## src/rtl/lstm_gate_mac_if.sv

```systemverilog
// Purpose : handshake/data bundle between the upstream term source and lstm_gate_mac.
// Latency : n/a (wires only).
// Backpr. : x_valid/x_ready for terms, z_valid/z_ready for results.
// Ports   : start/bias request, x_valid/x_data/w_data/x_ready term channel,
//           z_value/z_valid/z_ready result channel, busy status.
interface lstm_gate_mac_if;
  logic       start;
  logic [7:0] bias;
  logic       x_valid;
  logic [7:0] x_data;
  logic [7:0] w_data;
  logic       x_ready;
  logic [7:0] z_value;
  logic       z_valid;
  logic       z_ready;
  logic       busy;

  // master drives requests and terms and accepts results
  modport master (
    output start, bias, x_valid, x_data, w_data, z_ready,
    input  x_ready, z_value, z_valid, busy
  );

  // slave is the MAC itself
  modport slave (
    input  start, bias, x_valid, x_data, w_data, z_ready,
    output x_ready, z_value, z_valid, busy
  );
endinterface

```

## src/rtl/lstm_gate_mac.sv

```systemverilog
// Purpose : LSTM gate pre-activation, z = sat8((bias<<FRAC + sum x*w) >>> FRAC), Q3.4 in/out.
// Latency : z_valid rises on the 2nd edge counting the edge that accepts the last term.
// Backpr. : terms stall freely via x_valid; the result is held in OUT until z_ready.
// Ports   : clk, rst (sync active-low), bus (lstm_gate_mac_if.slave: start/bias,
//           x_valid/x_data/w_data/x_ready, z_value/z_valid/z_ready, busy).
module lstm_gate_mac #(
  parameter int N_INPUTS = 4,
  parameter int FRAC     = 4
) (
  input  logic           clk,
  input  logic           rst,
  lstm_gate_mac_if.slave bus
);

  localparam int ACC_W = 20;
  localparam int CNT_W = 5;
  localparam logic signed [ACC_W-1:0] SAT_MAX = 20'sd127;
  localparam logic signed [ACC_W-1:0] SAT_MIN = -20'sd128;

  typedef enum logic [1:0] {IDLE, ACC, SCALE, OUT} state_t;

  state_t                  state_q;
  logic signed [ACC_W-1:0] acc_q;
  logic [CNT_W-1:0]        cnt_q;
  logic [7:0]              z_value_q;
  logic                    z_valid_q;
  logic                    x_ready_q;
  logic                    busy_q;

  logic signed [15:0]      prod_d;
  logic signed [ACC_W-1:0] acc_sum_d;
  logic signed [ACC_W-1:0] bias_ext_d;
  logic signed [ACC_W-1:0] acc_shr_d;
  logic [7:0]              z_sat_d;
  logic                    term_acc_d;
  logic                    last_term_d;

  always_comb begin
    prod_d      = $signed(bus.x_data) * $signed(bus.w_data);
    acc_sum_d   = acc_q + $signed({{(ACC_W-16){prod_d[15]}}, prod_d});
    // bias is Q3.4; shifting by FRAC aligns it with the Q6.8 products
    bias_ext_d  = $signed({{(ACC_W-8){bus.bias[7]}}, bus.bias}) <<< FRAC;
    // arithmetic shift floors toward minus infinity
    acc_shr_d   = acc_q >>> FRAC;
    if (acc_shr_d > SAT_MAX) begin
      z_sat_d = 8'h7f;
    end else if (acc_shr_d < SAT_MIN) begin
      z_sat_d = 8'h80;
    end else begin
      z_sat_d = acc_shr_d[7:0];
    end
    term_acc_d  = (state_q == ACC) && bus.x_valid && x_ready_q;
    last_term_d = term_acc_d && (cnt_q == CNT_W'(N_INPUTS - 1));
  end

  always_ff @(posedge clk) begin
    if (!rst) begin
      state_q   <= IDLE;
      acc_q     <= '0;
      cnt_q     <= '0;
      z_value_q <= '0;
      z_valid_q <= 1'b0;
      x_ready_q <= 1'b0;
      busy_q    <= 1'b0;
    end else begin
      case (state_q)
        IDLE: begin
          if (bus.start) begin
            state_q   <= ACC;
            acc_q     <= bias_ext_d;
            cnt_q     <= '0;
            x_ready_q <= 1'b1;
            busy_q    <= 1'b1;
          end
        end
        ACC: begin
          if (term_acc_d) begin
            acc_q <= acc_sum_d;
            cnt_q <= cnt_q + CNT_W'(1);
            if (last_term_d) begin
              state_q   <= SCALE;
              x_ready_q <= 1'b0;
            end
          end
        end
        SCALE: begin
          z_value_q <= z_sat_d;
          z_valid_q <= 1'b1;
          state_q   <= OUT;
        end
        OUT: begin
          // z_value_q is left alone so the last result stays readable in IDLE
          if (bus.z_ready) begin
            z_valid_q <= 1'b0;
            busy_q    <= 1'b0;
            state_q   <= IDLE;
          end
        end
        default: begin
          state_q   <= IDLE;
          x_ready_q <= 1'b0;
          z_valid_q <= 1'b0;
          busy_q    <= 1'b0;
        end
      endcase
    end
  end

  assign bus.x_ready = x_ready_q;
  assign bus.z_value = z_value_q;
  assign bus.z_valid = z_valid_q;
  assign bus.busy    = busy_q;

endmodule
```

## src/flat_wrapper.sv

```systemverilog
// flat-port wrapper written by rule: the top's interface ports become plain ports
module lstm_gate_mac_flat 
#(
  parameter int N_INPUTS = 4,
  parameter int FRAC     = 4
)
  (clk, rst, bus_start, bus_bias, bus_x_valid, bus_x_data, bus_w_data, bus_z_ready, bus_x_ready, bus_z_value, bus_z_valid, bus_busy);
  lstm_gate_mac_if bus_i ();
  input  logic clk;
  input  logic rst;
  input wire logic [$bits(bus_i.start)-1:0] bus_start;
  input wire logic [$bits(bus_i.bias)-1:0] bus_bias;
  input wire logic [$bits(bus_i.x_valid)-1:0] bus_x_valid;
  input wire logic [$bits(bus_i.x_data)-1:0] bus_x_data;
  input wire logic [$bits(bus_i.w_data)-1:0] bus_w_data;
  input wire logic [$bits(bus_i.z_ready)-1:0] bus_z_ready;
  output wire logic [$bits(bus_i.x_ready)-1:0] bus_x_ready;
  output wire logic [$bits(bus_i.z_value)-1:0] bus_z_value;
  output wire logic [$bits(bus_i.z_valid)-1:0] bus_z_valid;
  output wire logic [$bits(bus_i.busy)-1:0] bus_busy;
  assign bus_i.start = bus_start;
  assign bus_i.bias = bus_bias;
  assign bus_i.x_valid = bus_x_valid;
  assign bus_i.x_data = bus_x_data;
  assign bus_i.w_data = bus_w_data;
  assign bus_i.z_ready = bus_z_ready;
  assign bus_x_ready = bus_i.x_ready;
  assign bus_z_value = bus_i.z_value;
  assign bus_z_valid = bus_i.z_valid;
  assign bus_busy = bus_i.busy;
  lstm_gate_mac #(.N_INPUTS(N_INPUTS), .FRAC(FRAC)) u_core (.clk(clk), .rst(rst), .bus(bus_i));
endmodule
```

## config.mk

```make
export PLATFORM = sky130hd
export DESIGN_NAME = lstm_gate_mac_flat
export DESIGN_NICKNAME = d
export VERILOG_FILES = /design/src/rtl/lstm_gate_mac_if.sv /design/src/rtl/lstm_gate_mac.sv /design/src/flat_wrapper.sv
export SDC_FILE = /design/constraint.sdc
export NUM_CORES = 1
export LEC_CHECK = 0
export BUFFER_PORTS_ARGS = -buffer_cell sky130_fd_sc_hd__buf_4
export CORE_AREA = 8 8 108 110
export DETAILED_ROUTE_END_ITERATION = 7
export DIE_AREA = 0 0 116 118
export PLACE_DENSITY = 0.79
export SYNTH_ARGS = -nofsm -noshare
export SYNTH_HDL_FRONTEND = slang
export SYNTH_SLANG_ARGS = --single-unit
```

## constraint.sdc

```tcl
create_clock -name clk -period 7.9 [get_ports clk]
set_input_delay 0.395 -clock clk [delete_from_list [all_inputs] [get_ports clk]]
set_output_delay 0.395 -clock clk [all_outputs]
set_load 0.02 [all_outputs]
```

* Word level (Yosys, flattened, before mapping)
Index checks and enable logic that the tools add are counted.
** Storage, ports and cells
- Logic and storage cells :: 52
- Output and inout bits :: 11
- Register bits :: 38
- Input port bits :: 29
** Cells by class
- Order comparisons :: 2
- Equal/unequal tests :: 8
- Reductions and logical operators :: 12
- Add/sub/neg operators :: 2
- Muxes and demuxes :: 20
- $mul :: 1
** Operator list (number)
- two-way mux 20 bit :: 2
- one-hot mux 20 bit (2 select lines) :: 1
- adder 20 x 16 -> 20 bit :: 1
- > comparator 16 x 8 -> 1 bit (second input constant) :: 1
- less-than comparator 16 x 8 -> 1 bit (second input constant) :: 1
- multiplier 8 x 8 -> 16 bit :: 1
- two-way mux 8 bit :: 2
- two-way mux 5 bit :: 2
- one-hot mux 5 bit (2 select lines) :: 1
- two-way mux 2 bit :: 4
- one-hot mux 2 bit (4 select lines) :: 1
- AND reduction 4 bit :: 2
- one-hot mux 1 bit (2 select lines) :: 3
- AND reduction 3 bit :: 2
- nonzero test 2 bit :: 3
- adder 5 x 1 -> 5 bit (second input constant) :: 1
- == test 5 x 2 -> 1 bit (second input constant) :: 1
- == test 2 bit (second input constant) :: 2
- two-way mux 1 bit :: 4
- != test 2 x 1 -> 1 bit (second input constant) :: 2
- != test 2 bit (second input constant) :: 2
- logical AND 1 bit :: 3
- == test 2 x 1 -> 1 bit (second input constant) :: 1
- logical NOT 2 bit :: 1
- AND reduction 2 bit :: 1

* Depth between registers and ports, before layout
Gate-level depths: netlist (run 1).
- Word-level depth :: 7
- Depth in mapped cells :: 18

* Least setup slack after synthesis (run 1)
No wires, ideal clock.
- Kind :: input to register
- From :: input bus_w_data[1]
- To :: register u_core.acc_q[18]
- Data required time :: 7.782 ns
- Stages :: 13
- Slack :: 2.885 ns
- Arrival time :: 4.897 ns
- Buffers on the path :: 1
- Cell sequence :: clkbuf_1 -> and2_1 -> fa_1 -> fa_1 -> fa_1 -> fa_1 -> ha_1 -> ha_1 -> or2_4 -> a2111oi_4 -> o21bai_2 -> mux2i_1 -> o21ai_1
** On the way
- Longest elaborated chain between the ends :: 4
** RTL lines
- start, declared :: line flat_wrapper.sv:15 : input wire logic [$bits(bus_i.w_data)-1:0] bus_w_data;
- multiplier 8 x 8 -> 16 bit :: line lstm_gate_mac.sv:39 : prod_d = $signed(bus.x_data) * $signed(bus.w_data);
- adder 20 x 16 -> 20 bit :: line lstm_gate_mac.sv:40 : acc_sum_d = acc_q + $signed({{(ACC_W-16){prod_d[15]}}, prod_d});
- two-way mux 20 bit :: line lstm_gate_mac.sv:77 : if (term_acc_d) begin
- one-hot mux 20 bit (2 select lines) :: line lstm_gate_mac.sv:66 : case (state_q)
- end signal, assigned :: line lstm_gate_mac.sv:70 : acc_q <= bias_ext_d;
- end signal, assigned :: line lstm_gate_mac.sv:78 : acc_q <= acc_sum_d;
- end, declared :: line lstm_gate_mac.sv:23 : logic signed [ACC_W-1:0] acc_q;
Every way passes these cells. The select of a mux whose other input is x is not followed.
A chain may end at the register's enable or synchronous reset.

* Worst setup path in the final report (run 1)
- From :: input bus_w_data[0]
- To :: register u_core.acc_q[16]
Same word-level chain as after synthesis.

==> metrics.txt, run 1 <==
HP Class=primary input to flip-flop; worst slew pin tran=0.914 ns; DIE AREA=13700 µm²; drt drc=0; clk_skew=0.00564 ns; Req. time, crit path=8.09 ns; Cell variety after synth=51; Tmin final=5.10 ns; Clock Sink Count=38; RSZ-0062 raised after global routing=no; number of routed nets with antenna violations=0; H-tree Lvls=2; DR WL/cell=15.7 µm; cell taking the most area after synthesis=fa_1; grt ovf=0; setup tns final=0 ns; Slew Viols, Final=0; Post-synth EDFFs=0; post-synthesis sequential area ratio=14.3%; Synth area leaders=fa_1 33%, dfxtp_1 14%, ha_1 12%; fin nets=767; worst reg-to-reg path cell count=17; Critical Path Fanout Max=13; outcome=completed; DR WL met2=5840 µm; metal3 WL=562 µm; Antenna diodes=0; Reg-to-Reg End=u_core.acc_q[16]; Die X=116 µm; worst-skew pair later-pin latency=0.30 ns; cts bufs inserted=5; Mean Syn Cell Area=9.41 µm²; Port Buffers=39; commonest non-fill, non-tap cell in the layout=inv_1; Seq cells post-synth=38; Core Rows=37; Main synth FF type=dfxtp_1; Hold Vio Cnt, Final=0; layout cells sized above 1=9.83%; post-cts sizing count=0; Post-Syn Area=5310 µm²; met1 WL=4870 µm; CP Class=primary input to flip-flop; Setup Buffers After CTS=0; max cap viols=0; Slew headroom=39.1%; Initial Utilization=53.1%; DR pass1 iterations=4; Via density=5.50; FMAX=196 MHz; Worst-path clk slew=0.08 ns; final worst path period share=64.6%; r2r setup slk=3.25 ns; # IOs=40; Critical Path End=u_core.acc_q[16]; Placeable Area=10000 µm²; Fillers=870; worst r2r src=u_core.acc_q[4]; Hold Path Stages=3; max layer used=met4; post-synth top area share=33.2%; Mapped Nets=732; largest net degree at the start of global routing=30; Total Routing Usage GR=18.2%; # setup viols final=0; Worst EP arrival=5.29 ns; CTS hold repair buffers=0; initial antenna violation count=0; 1st-iter DRT viols=191; gpl congestion=0.869; CTS tree=built; Routed WL=11500 µm; CP Capture Type=flip-flop; fin util=58.1%; Yosys warning count=0; Area Growth Syn to Fin=9.58%; DIE HEIGHT=118 µm; number of global-route vias before repair=4397; Root Buffer=clkbuf_8; clock tree buffer depth=2; via count=4049; startpoint class of the critical path=primary input; commonest non-fill, non-tap cells in the layout=104 x inv_1, 88 x fa_1, 51 x ha_1; Async S/R FF share, synth=0%; first-pass GRT wire length=20300 µm; Post-Syn Instances=564; Detailed Place HPWL=9900 µm; Critical path origin=bus_w_data[0]
-- synthesized netlist by cell type (all sizes together) (6+ instances only) --
master	number
o21ai	26
a21boi	8
inv	104
o211ai	8
and2	36
ha	51
nand2	39
dfxtp	38
clkbuf	7
nor2	24
a21oi	25
xor2	6
nand2b	12
mux2i	6
xnor2	14
fa	88
-- logic make-up after synthesis --
family / after synthesis / synth area share [%]
adders and majority gates: 139 / 45.2
DFF: 38 / 14.3
AOI/OAI and AO/OA: 106 / 14.3
buffers and inverters: 116 / 8.30
and+or+nand+nor: 139 / 13.4
muxes: 6 / 1.13
xor gates and xnor gates: 20 / 3.30
-- per-stage QoR --
stage	cell area, µm²	setup WS (ns)	std cells	hold slack [ns]
finish	5810	2.80	736	0.397
global route	5810	2.55	736	0.441
CTS	5810	2.78	736	0.390
detailed placement	5720	2.47	728	0.469
global placement	5720	2.65	728	0.466
floorplan	5310	2.89	564	0.451
-- routing by layer --
metal,GRT usage (%),up-vias
met5,0,-
met4,6.73,0
met3,2.92,26
met2,31.2,104
met1,22.2,2036
li1,-,1883
-- registers in the layout (all words and copies together), names as in the netlist --
register	cells
u_core.bus.busy	1
u_core.bus.z_value	8
u_core.cnt_q	5
u_core.acc_q	20
u_core.bus.z_valid	1
u_core.state_q	2
u_core.bus.x_ready	1
-- final cells by class --
class | instances | area (µm²) | area share, %
Multi-Input combinational cell | 410 | 4100 | 70.6
Sequential cell | 38 | 761 | 13.1
Inverter | 105 | 394 | 6.78
Timing Repair Buffer | 39 | 293 | 5.04
Tap cell | 136 | 170 | 2.93
Clock buffer | 7 | 86.3 | 1.49
Clock inverter | 1 | 5.00 | 0.0861
-- worst min-delay path by stage --
stage / startpoint / endpoint / slack, ns
3_3_place_gp: u_core.acc_q[6] / u_core.acc_q[6] / 0.47
3_5_place_dp: u_core.bus.z_value[3] / u_core.bus.z_value[3] / 0.47
4_1_cts: bus_bias[4] / u_core.acc_q[8] / 0.39
6_report: bus_bias[4] / u_core.acc_q[8] / 0.40
2_1_floorplan: u_core.acc_q[6] / u_core.acc_q[6] / 0.45
5_1_grt: bus_bias[6] / u_core.acc_q[10] / 0.44
-- worst max-delay path, stage by stage --
cell and delay, ns:
buf_4 0.13, and2_1 0.57, inv_1 0.14, fa_1 0.54
inv_1 0.06, fa_1 0.52, fa_1 0.44, fa_1 0.52
fa_1 0.41, ha_1 0.36, or2_4 0.27, a2111oi_4 0.48
o31ai_2 0.14, xnor2_1 0.18, a31oi_1 0.11
Power of run 1 is not shown: default switching activity piles up to over one toggle a cycle in this logic, so the estimate is an artifact.
==> inputs of run 2 (changes only) <==
- ABC_AREA: default -> 1
- CORE_AREA: 8 8 108 110 -> 8 8 110 112
- DIE_AREA: 0 0 116 118 -> 0 0 118 120
- PLACE_DENSITY: 0.79 -> 0.82
- clock period: 7.9 -> 4.2 ns (I/O delays scaled with it)
==> run 2 against run 1 <==
  * Sequential share of layout area shrank 2.3 points
  * Non-clock buffer count up 68
  * Largest cell class unchanged
  * Critical path type is now flip-flop to flip-flop
  * Clock skew increased by 0.0027 ns
  * Final area rose by 22%
==> metrics.txt, run 2 <==
Fillers=808; gpl congestion=0.876; cell taking the most area after synthesis=fa_1; # IOs=40; final worst path period share=99.1%; H-tree Lvls=2; 1st-iter DRT viols=279; Synth area leaders=fa_1 32%, dfxtp_1 14%, inv_1 12%; Worst-path clk slew=0.07 ns; post-synth top area share=31.9%; Main synth FF type=dfxtp_1; M1 GR Usage=24.3%; Req. time, crit path=4.43 ns; grt ovf=0; Seq cells post-synth=38; max reg flops=20; commonest non-fill, non-tap cell in the layout=inv_1; Layout Cells excl Fill=947; Area Growth Syn to Fin=28.1%; Slew Viols, Final=0; initial antenna violation count=0; CTS hold repair buffers=0; Die X=118 µm; HP Class=primary input to flip-flop; Placeable Area=10500 µm²; GR peak layer=met2; CP Capture Type=flip-flop; Core Rows=38; fin nets=975; first-pass GRT wire length=23200 µm; outcome=completed; Hold Path Stages=3; Async S/R FF share, synth=0%; number of global-route vias before repair=4987; Post-Syn Area=5520 µm²; Via density=5.10; Total Routing Usage GR=19.6%; Yosys warning count=0; Post-Syn Instances=715; Storage cell area=764 µm²; Cell variety after synth=38; Post-synth EDFFs=0; Critical Path Fanout Max=4; # setup viols final=0; Multi-input gate area=4480 µm²; final hold slack=0.216 ns; CTS tree=built; commonest non-fill, non-tap cells in the layout=159 x inv_1, 145 x nand2_1, 100 x buf_4; drt drc=0; most flop-heavy register=u_core.acc_q; Slew headroom=42.8%; Detailed Place HPWL=11500 µm; Worst EP arrival=4.40 ns; clk_skew=0.00839 ns; FMAX=240 MHz; Root Buffer=clkbuf_8; GR Layer Usage met2=35.1%; clock tree buffer depth=2; startpoint class of the critical path=flip-flop; list of most frequent post-synthesis cells=177 x inv_1, 167 x nand2_1, 88 x fa_1, 51 x ha_1, 46 x a21oi_1; worst reg-to-reg path cell count=19; most common cell in the netlist=inv_1; CP Class=flip-flop to flip-flop; Clock Sink Count=38; RSZ-0062 raised after global routing=yes; fin util=67.3%; Initial Utilization=52.6%; r2r setup slk=0.04 ns; post-synthesis sequential area ratio=13.8%; DIE AREA=14200 µm²; worst-skew pair later-pin latency=0.29 ns; via count=4830; DR pass1 iterations=5; Hold Vio Cnt, Final=0; Mean Syn Cell Area=7.73 µm²; layout cells sized above 1=27.3%; Mapped Nets=883; Antenna diodes=0; number of routed nets with antenna violations=0; cts bufs inserted=5; Tmin final=4.16 ns; Routed WL=14100 µm; placed cells=920; met3 GRT Util=2.49%; Port Buffers=39; DIE HEIGHT=120 µm; largest net degree at the start of global routing=23; setup tns final=0 ns; max cap viols=0; DR WL/cell=14.9 µm; worst slew pin tran=0.858 ns
-- run 2: area by class of cell --
class | instances | area share, %
Sequential cell | 38 | 10.8
Tap cell | 140 | 2.48
Inverter | 181 | 9.83
Timing Repair Buffer | 107 | 12.4
Multi-Input combinational cell | 474 | 63.4
Clock buffer | 5 | 0.973
Clock inverter | 2 | 0.141
-- run 2: per-stage QoR --
step	setup WS [ns]	cell area, µm²
3_3_place_gp	-0.174	6560
4_1_cts	0.00261	6660
5_1_grt	-0.111	7070
3_5_place_dp	-0.259	6560
6_report	0.0362	7070
2_1_floorplan	-0.00863	5840
-- run 2: critical path, cell delays in order (launching register included) --
cell     delay, ns
dfxtp_2       0.35
inv_4         0.05
fa_1          0.50
inv_2         0.05
fa_1          0.50
inv_2         0.05
fa_2          0.53
inv_2         0.04
fa_2          0.34
fa_2          0.57
ha_4          0.23
a21oi_2       0.17
nand2_2       0.10
nand2_2       0.10
nand3_4       0.07
nand2_2       0.10
nand2_2       0.05
nand2_1       0.07
nand3_2       0.08
a21oi_2       0.16
-- run 2: repair_timing --
item / CTS / global route
pin swaps: 1 / 59
buffers inserted: 0 / 20
gates resized for setup: 7 / 66
endpoints found under the setup margin: 11 / 13
-- run 2: final timing paths --
path | start | end
worst min register to register | u_core.bus.z_value[2] | u_core.bus.z_value[2]
worst max-delay path | u_core.acc_q[6] | u_core.acc_q[14]
worst max register to register | u_core.acc_q[6] | u_core.acc_q[14]
worst min-delay path | bus_bias[6] | u_core.acc_q[10]
-- run 2: logic make-up after synthesis --
group,Yosys count,synth area share (%)
buffers and inverters,203,14.4
adders and majority gates,139,43.4
xor gates and xnor gates,6,0.951
and+or+nand+nor,240,18.1
AOI/OAI and AO/OA,89,9.26
DFF,38,13.8
-- run 2: layer usage --
layer  up-vias  wire (µm)
met1      2337       5960
li1       2337          -
met2       127       7320
met4         0        327
met3        29        532
met5         -          0
Power of run 2 is left out for the same reason.
==> inputs of run 3 (changes only) <==
==> constraint.sdc (replaced) <==
create_clock -name clk -period 4.2 [get_ports clk]
set_input_delay 0.63 -clock clk [delete_from_list [all_inputs] [get_ports clk]]
set_output_delay 0.63 -clock clk [all_outputs]
set_load 0.02 [all_outputs]
==> run 3 against run 2 <==
  * The flow now finishes with violations (setup timing)
  * Utilization grew 0.81 points
  * Final area grew 1.2%
  * Setup slack worse by 0.27 ns
  * Clock skew is 0.0018 ns higher
  * Critical endpoint is now u_core.acc_q[12]
==> metrics.txt, run 3 (synthesized netlist as in run 2, its figures left out) <==
outcome=complete, but fails checks; failing checks=setup timing; Hold Crit Start=u_core.bus.z_value[7]; Worst EP arrival=4.60 ns; Via density=5.14; initial antenna violation count=0; max cap viols=0; Placed Instance Area=6720 µm²; H-tree Lvls=2; fin util=68.1%; commonest non-fill, non-tap cells in the layout=162 x inv_1, 140 x nand2_1, 81 x fa_1; Detailed Place HPWL=11900 µm; first-pass GRT wire length=24000 µm; Cell Chain, Critical Path=buf_6 -> or2_4 -> fa_1 -> fa_1 -> inv_2 -> fa_1 -> fa_1 -> fa_2 -> ha_4 -> a21oi_4 -> nand2_4 -> nand2_4 -> nand3_2 -> or2_4 -> nand3_2 -> a21oi_2; clock tree buffer depth=2; FMAX=226 MHz; slowest cell delay on critical path=0.57 ns; gpl congestion=0.891; Clock Sink Count=38; final hold slack=0.468 ns; Port Buffers=39; Storage cell area=761 µm²; Area Growth Syn to Fin=29.6%; Placeable Area=10500 µm²; layout cells sized above 1=28.1%; CP Capture Type=flip-flop; DIE HEIGHT=120 µm; grt ovf=0; Die X=118 µm; drt drc=0; CP Class=primary input to flip-flop; Core Rows=38; Root Buffer=clkbuf_8; fin nets=963; Slew headroom=39.4%; final non-filler cell area=7160 µm²; dpl ws=-0.610 ns; Initial Utilization=52.6%; RSZ-0062 raised after global routing=yes; startpoint class of the critical path=primary input; HP Class=flip-flop to flip-flop; Slowest-stage cell, CP=fa_2; largest net degree at the start of global routing=23; max reg flops=20; Critical path origin=bus_x_data[0]; final worst path period share=105%; DR pass1 iterations=5; # setup viols final=12; Most Frequent Cell on Critical Path=fa_1; Req. time, crit path=4.37 ns; number of global-route vias before repair=5261; Setup WS post-layout=-0.231 ns; Hold Vio Cnt, Final=0; DIE AREA=14200 µm²; Critical Path Fanout Max=5; # IOs=40; via count=4809; Worst-path clk slew=0.08 ns; Tmin final=4.43 ns; cts bufs inserted=5; CTS tree=built; Fillers=828; commonest non-fill, non-tap cell in the layout=inv_1; worst slew pin tran=0.908 ns; Multi-input gate area=4610 µm²; Antenna diodes=0; Slew Viols, Final=0; clk_skew=0.0102 ns; 1st-iter DRT viols=269; Routed WL=14100 µm; number of routed nets with antenna violations=0; worst-skew pair later-pin latency=0.30 ns; most flop-heavy register=u_core.acc_q; DR WL/cell=15.0 µm; worst r2r src=u_core.acc_q[6]; Total Routing Usage GR=20.5%
## run 3: final cells by class
type | count | share of cell area (%)
Clock buffer | 6 | 1.15
Clock inverter | 1 | 0.419
Inverter | 181 | 9.77
Multi-Input combinational cell | 474 | 64.4
Sequential cell | 38 | 10.6
Tap cell | 140 | 2.45
Timing Repair Buffer | 95 | 11.2
## run 3: routing by layer
metal	part of all wire (%)	up-vias	track usage (%)
met4	2.4	0	6.57
met5	0	-	0
met3	3.0	24	2.35
met1	42	2359	24.6
met2	52	112	37.6
li1	-	2314	-
## run 3: per-stage QoR
step,cells,setup TNS [ns]
after global routing,935,-3.76
after detailed placement,923,-7.00
final,935,-2.04
after global placement,923,-6.10
after CTS,932,-2.60
after floorplan,715,-3.18
## run 3: timing repair
item / 4_1_cts / 5_1_grt
hold endpoints to repair: 0 / 0
buffers inserted: 2 / 3
hold buffers: 0 / 0
setup endpoints to repair: 13 / 14
gates resized for setup: 21 / 59
pin swaps: 21 / 33
## run 3: final timing paths
kind                                end  slack [ns]  cells after the start
setup / recovery       u_core.acc_q[12]       -0.23                     16
setup reg to reg       u_core.acc_q[12]        0.01                     17
hold / removal    u_core.bus.z_value[7]        0.47                      2
hold reg to reg   u_core.bus.z_value[7]        0.47                      2
## run 3: worst max-delay path: cells and delay by family
family,cells,cell delay (ns)
and+or+nand+nor,6,0.80
AOI/OAI and AO/OA,2,0.25
adders and majority gates,6,2.76
buffers and inverters,2,0.14
Power of run 3 is left out for the same reason.
